$ cat src/rtl/spi_rx.sv
// Bit-serial receiver: collects WIDTH MSB-first bits into a word and offers it
// on a valid/ready port, with restart, inter-bit timeout and overrun handling.
module spi_rx #(
    parameter int WIDTH   = 8,
    parameter int TIMEOUT = 4
) (
    input  logic             clk,
    input  logic             rst_n,
    input  logic             bit_in,
    input  logic             bit_valid,
    input  logic             restart,
    input  logic             out_ready,
    output logic [WIDTH-1:0] data_out,
    output logic             out_valid,
    output logic             busy,
    output logic             frame_err,
    output logic             overrun
);
    localparam int CW = $clog2(WIDTH + 1);
    localparam int GW = (TIMEOUT > 0) ? $clog2(TIMEOUT + 1) : 1;

    typedef enum logic {IDLE, SHIFT} state_t;

    state_t            state, state_nxt;
    logic [WIDTH-1:0]  shreg;
    logic [WIDTH:0]    sh_cat;
    logic [WIDTH-1:0]  shifted;
    logic [CW-1:0]     cnt, cnt_nxt;
    logic [GW-1:0]     gap;
    logic              start_bit, complete, timeout, discard;

    // Concatenate then slice so WIDTH=1 needs no special case.
    assign sh_cat  = {shreg, bit_in};
    assign shifted = sh_cat[WIDTH-1:0];
    assign busy    = (state == SHIFT);

    always_ff @(posedge clk) begin
        if (!rst_n) state <= IDLE;
        else        state <= state_nxt;
    end

    always_comb begin
        state_nxt = state;
        case (state)
            IDLE:  if (bit_valid && !complete) state_nxt = SHIFT;
            SHIFT: begin
                if (restart)        state_nxt = bit_valid ? SHIFT : IDLE;
                else if (bit_valid) state_nxt = complete ? IDLE : SHIFT;
                else if (timeout)   state_nxt = IDLE;
            end
            default: state_nxt = IDLE;
        endcase
    end

    always_comb begin
        start_bit = bit_valid && ((state == IDLE) || restart);
        cnt_nxt   = start_bit ? CW'(1) : cnt + CW'(1);
        complete  = bit_valid && (cnt_nxt == CW'(WIDTH));
        timeout   = (TIMEOUT > 0) && (state == SHIFT) && !bit_valid && !restart &&
                    (gap + GW'(1) == GW'(TIMEOUT));
        discard   = (state == SHIFT) && (restart || timeout);
    end

    always_ff @(posedge clk) begin
        if (!rst_n) begin
            shreg     <= '0;
            cnt       <= '0;
            gap       <= '0;
            data_out  <= '0;
            out_valid <= 1'b0;
            frame_err <= 1'b0;
            overrun   <= 1'b0;
        end else begin
            frame_err <= discard;
            if (bit_valid) shreg <= shifted;

            if (complete || (discard && !bit_valid)) cnt <= '0;
            else if (bit_valid)                      cnt <= cnt_nxt;

            if (state == SHIFT && !bit_valid && !discard) gap <= gap + GW'(1);
            else                                          gap <= '0;

            // A completion on a transfer edge simply replaces the consumed word.
            if (complete) begin
                data_out  <= shifted;
                out_valid <= 1'b1;
                if (out_valid && !out_ready) overrun <= 1'b1;
            end else if (out_valid && out_ready) begin
                out_valid <= 1'b0;
            end
        end
    end
endmodule
$ cat config.mk
export PLATFORM = sky130hd
export DESIGN_NAME = spi_rx
export DESIGN_NICKNAME = d
export VERILOG_FILES = /design/src/rtl/spi_rx.sv
export SDC_FILE = /design/constraint.sdc
export NUM_CORES = 1
export LEC_CHECK = 0
export CAP_MARGIN = 20
export CORE_MARGIN = 5
export CORE_UTILIZATION = 30
export CTS_BUF_LIST = sky130_fd_sc_hd__clkbuf_2 sky130_fd_sc_hd__clkbuf_4 sky130_fd_sc_hd__clkbuf_8
export DETAILED_ROUTE_END_ITERATION = 12
export GPL_ROUTABILITY_DRIVEN = 0
export GPL_TIMING_DRIVEN = 0
export PLACE_DENSITY = 0.61
export SKIP_CTS_REPAIR_TIMING = 1
export SLEW_MARGIN = 40
export SYNTH_ARGS = -nofsm -noshare
export SYNTH_HDL_FRONTEND = slang
export SYNTH_SLANG_ARGS = --single-unit
$ cat constraint.sdc
create_clock -name clk -period 1.7 [get_ports clk]
set_input_delay 0.255 -clock clk [delete_from_list [all_inputs] [get_ports clk]]
set_output_delay 0.255 -clock clk [all_outputs]
set_load 0.02 [all_outputs]
==> results by group, run 1 <==
Run status
  – Status: finished clean

Pwr
  – Total Power: approximately 0.0011 W
  – Maximum vdd ir drop: slightly below 0.6 mV
  – Pwr dens: between 700 and 800 nW/µm²
  – Static Leak: around 0.56 nW

STA
  – Final setup fails: 0
  – Final hold slack: about 290 ps
  – Fin crit period: between 1500 and 2000 ps
  – Clock Skews: 4.19 ps
  – FMAX: 628 MHz
  – Slew @ Worst Pin: around 460 ps
  – Hold Vio Cnt, Final: 0
  – Final Cycle Share: 0.936
  – Slew Limit Fails: 0
  – Unrepaired setup endpoints after global routing: true
  – Fin Setup TNS: 0 ps
  – Max-slew headroom: 0.690

Critical path
  – Startpoint Class: flop
  – Worst Path Max Fanout: 5
  – Worst path slowest cell: dfxtp_2
  – Critical-path cell list: ha_4 -> or2b_1 -> nor4_4 -> buf_4 -> mux2i_1
  – CP required: roughly 1900 ps
  – Critical path's top delay family: simple AND/OR/NAND/NOR gates
  – Worst Path Class, Setup: flop to flop
  – WP buf/inv: 1
  – Reg2reg setup slack: roughly 110 ps
  – Crit path arrival time: approximately 1800 ps
  – Reg-to-reg endpoint: data_out[5]$_SDFFE_PN0P_
  – CP max stage delay: approximately 350 ps
  – FF-to-FF Start: cnt[1]$_SDFFE_PP0P_
  – Crit path capture type: flop
  – Worst Reg-to-Reg Cells: 5

Floorplanning
  – Core Region: about 3600 µm²
  – Site Rows: 22
  – Die area: 5020 µm²
  – Die height: 70.8 µm
  – Effective utilization at floorplan: 0.305
  – I/O pin total: 18
  – Die X: approximately 71 µm

Clock tree
  – Reg clk slew, reported paths: around 80 ps
  – Clk sinks: 26
  – Worst skew pair latency: around 270 ps
  – CTS tree: done
  – Total CTS buffers: 3
  – Root buffer cell: clkbuf_8
  – H-tree levels: 1
  – Clk buf depth: 2

Synth
  – Top post-synthesis cells by area: dfxtp_1 47%, mux2i_1 14%, nand2_1 5.7%
  – FFs w/ async S/R, synth: 0
  – Synthesized instance count: 111
  – Count of cell types in the netlist: 27
  – Area leader, netlist: dfxtp_1
  – Synth Net Count: 120
  – #FFs+latches synth: 26
  – Count leader, synth: dfxtp_1
  – Main synth FF type: dfxtp_1
  – Cell Area, Synth: about 1100 µm²
  – Yosys warning count: 0
  – Synth Area per Inst: approximately 10 µm²
  – Area share of the largest cell type after synthesis: 0.469
  – EDFF count, synth: 0
  – Top post-synthesis cells by count: 26 x dfxtp_1, 17 x nand2_1, 16 x mux2i_1
  – Seq/Total Area, Yosys: 0.469

Route
  – Routed wire length: between 2000 and 2500 µm
  – First-pass detailed-route iteration total: 4
  – Vias/cell: 4.55
  – Vias: roughly 840
  – DRC viols: 0
  – Routed wire per std cell: ~12 µm
  – Drt initial violations: 50
  – Detail Route Antenna Nets: 0

Finish
  – Finished Core Util: 0.401
  – Layout cell share with drive strength beyond 1: 0.131
  – Final instance area: 1460 µm²
  – # nets final: approximately 150
  – Antenna diode count: 0
  – Area grow syn2layout: 31.2%

Placed design
  – Placement Cell Area: 1340 µm²
  – Port Buf Inserts: 17
  – DPL Wire Length: around 1500 µm

GRT
  – Overflow after GRT: 0
  – Pin count of the biggest net entering global routing: 15
  – Initial antenna violation count: 0
  – Total Routing Usage GR: 0.0856
  – Number of global-route vias before repair: a little over 800
  – First-pass GRT wire length: roughly 3500 µm

Min path
  – Worst Min Path Start: restart
  – Hold path depth: 3
  – Min-Delay Path Class: input port to flop
  – WHS Endpoint: frame_err$_SDFF_PN0_

Flow run
  – Max Cap Viol: 0
==> state kept, by name, indices dropped and copies added (netlist names) <==
| register | count |
|---|---|
| frame_err | 1 |
| out_valid | 1 |
| cnt | 4 |
| busy | 1 |
| gap | 3 |
| shreg | 7 |
| overrun | 1 |
| data_out | 8 |
==> where the power goes <==
| part | switching (W) | internal, W | leakage, nW |
|---|---|---|---|
| logic | 0.0000392 | 0.0000372 | 0.319 |
| clock network | 0.000185 | 0.000207 | 0.0288 |
| registers | 0.00000786 | 0.000616 | 0.212 |
| total | 0.000232 | 0.000860 | 0.560 |
==> placed cells by master (no fill, tap or decap), types with 2 or more instances in the layout <==
cell type,count
a21oi_1,3
a22oi_1,2
and2_1,2
buf_4,5
clkbuf_1,3
clkbuf_8,4
clkdlybuf4s50_1,15
dfxtp_1,23
dfxtp_2,2
dlymetal6s2s_1,2
ha_1,2
inv_1,2
mux2i_1,16
nand2_1,17
nor2_1,6
nor2b_1,9
nor3b_1,2
nor4b_1,4
o21ai_0,2
xor2_1,2
==> routing by layer <==
metal | vias to the layer above | share of wire | global-route usage
met3 | 4 | 0.053 | 0.0355
li1 | 428 | - | -
met2 | 17 | 0.45 | 0.142
met1 | 393 | 0.49 | 0.104
met5 | - | 0 | 0
met4 | 0 | 0.0078 | 0.0188
==> kinds of logic (layout without fill, tap and decap cells) <==
logic type	count (synthesis)	in the layout	synth area share
AOI/OAI and AO/OA	10	10	0.0597
buffers and inverters	7	33	0.0316
and+or+nand+nor	46	46	0.238
muxes	16	16	0.144
xor gates and xnor gates	3	3	0.0237
DFF	26	26	0.469
adders and majority gates	3	3	0.0338
==> worst max path at each step <==
stage,from,depth (start not counted),end
floorplan,cnt[0]$_SDFFE_PP0P_,5,data_out[0]$_SDFFE_PN0P_
global placement,restart,5,data_out[3]$_SDFFE_PN0P_
detailed placement,restart,5,data_out[0]$_SDFFE_PN0P_
CTS,cnt[0]$_SDFFE_PP0P_,5,data_out[0]$_SDFFE_PN0P_
global route,gap[0]$_SDFF_PN0_,5,cnt[3]$_SDFFE_PP0P_
finish,cnt[1]$_SDFFE_PP0P_,5,data_out[5]$_SDFFE_PN0P_
==> through the flow <==
step | setup WS, ps | std cells
3_3_place_gp | -269 | 176
5_1_grt | -8.98 | 185
4_1_cts | -155 | 180
3_5_place_dp | -312 | 176
6_report | 108 | 185
2_1_floorplan | 28.9 | 111
==> tightest hold or removal path, stage by stage <==
cell            delay [ps]
dlymetal6s2s_1         130
a21oi_1                 50
nor2_1                  80
==> layout make-up <==
| cell class | count | area, µm² |
|---|---|---|
| Multi-Input combinational cell | 78 | 567 |
| Timing Repair Buffer | 22 | 213 |
| Clock buffer | 4 | 55.1 |
| Inverter | 2 | 7.51 |
| Buffer | 5 | 27.5 |
| Sequential cell | 26 | 527 |
| Tap cell | 48 | 60.1 |
| Fill cell | 371 | 2180 |
(Power assumes the default switching activity.)
==> inputs of run 2 (changes only) <==
Settings changed: ABC_CLOCK_PERIOD_IN_PS set to 1700.
==> results of run 2 <==
Final layout, timing and power as in run 1 (identical DEF).
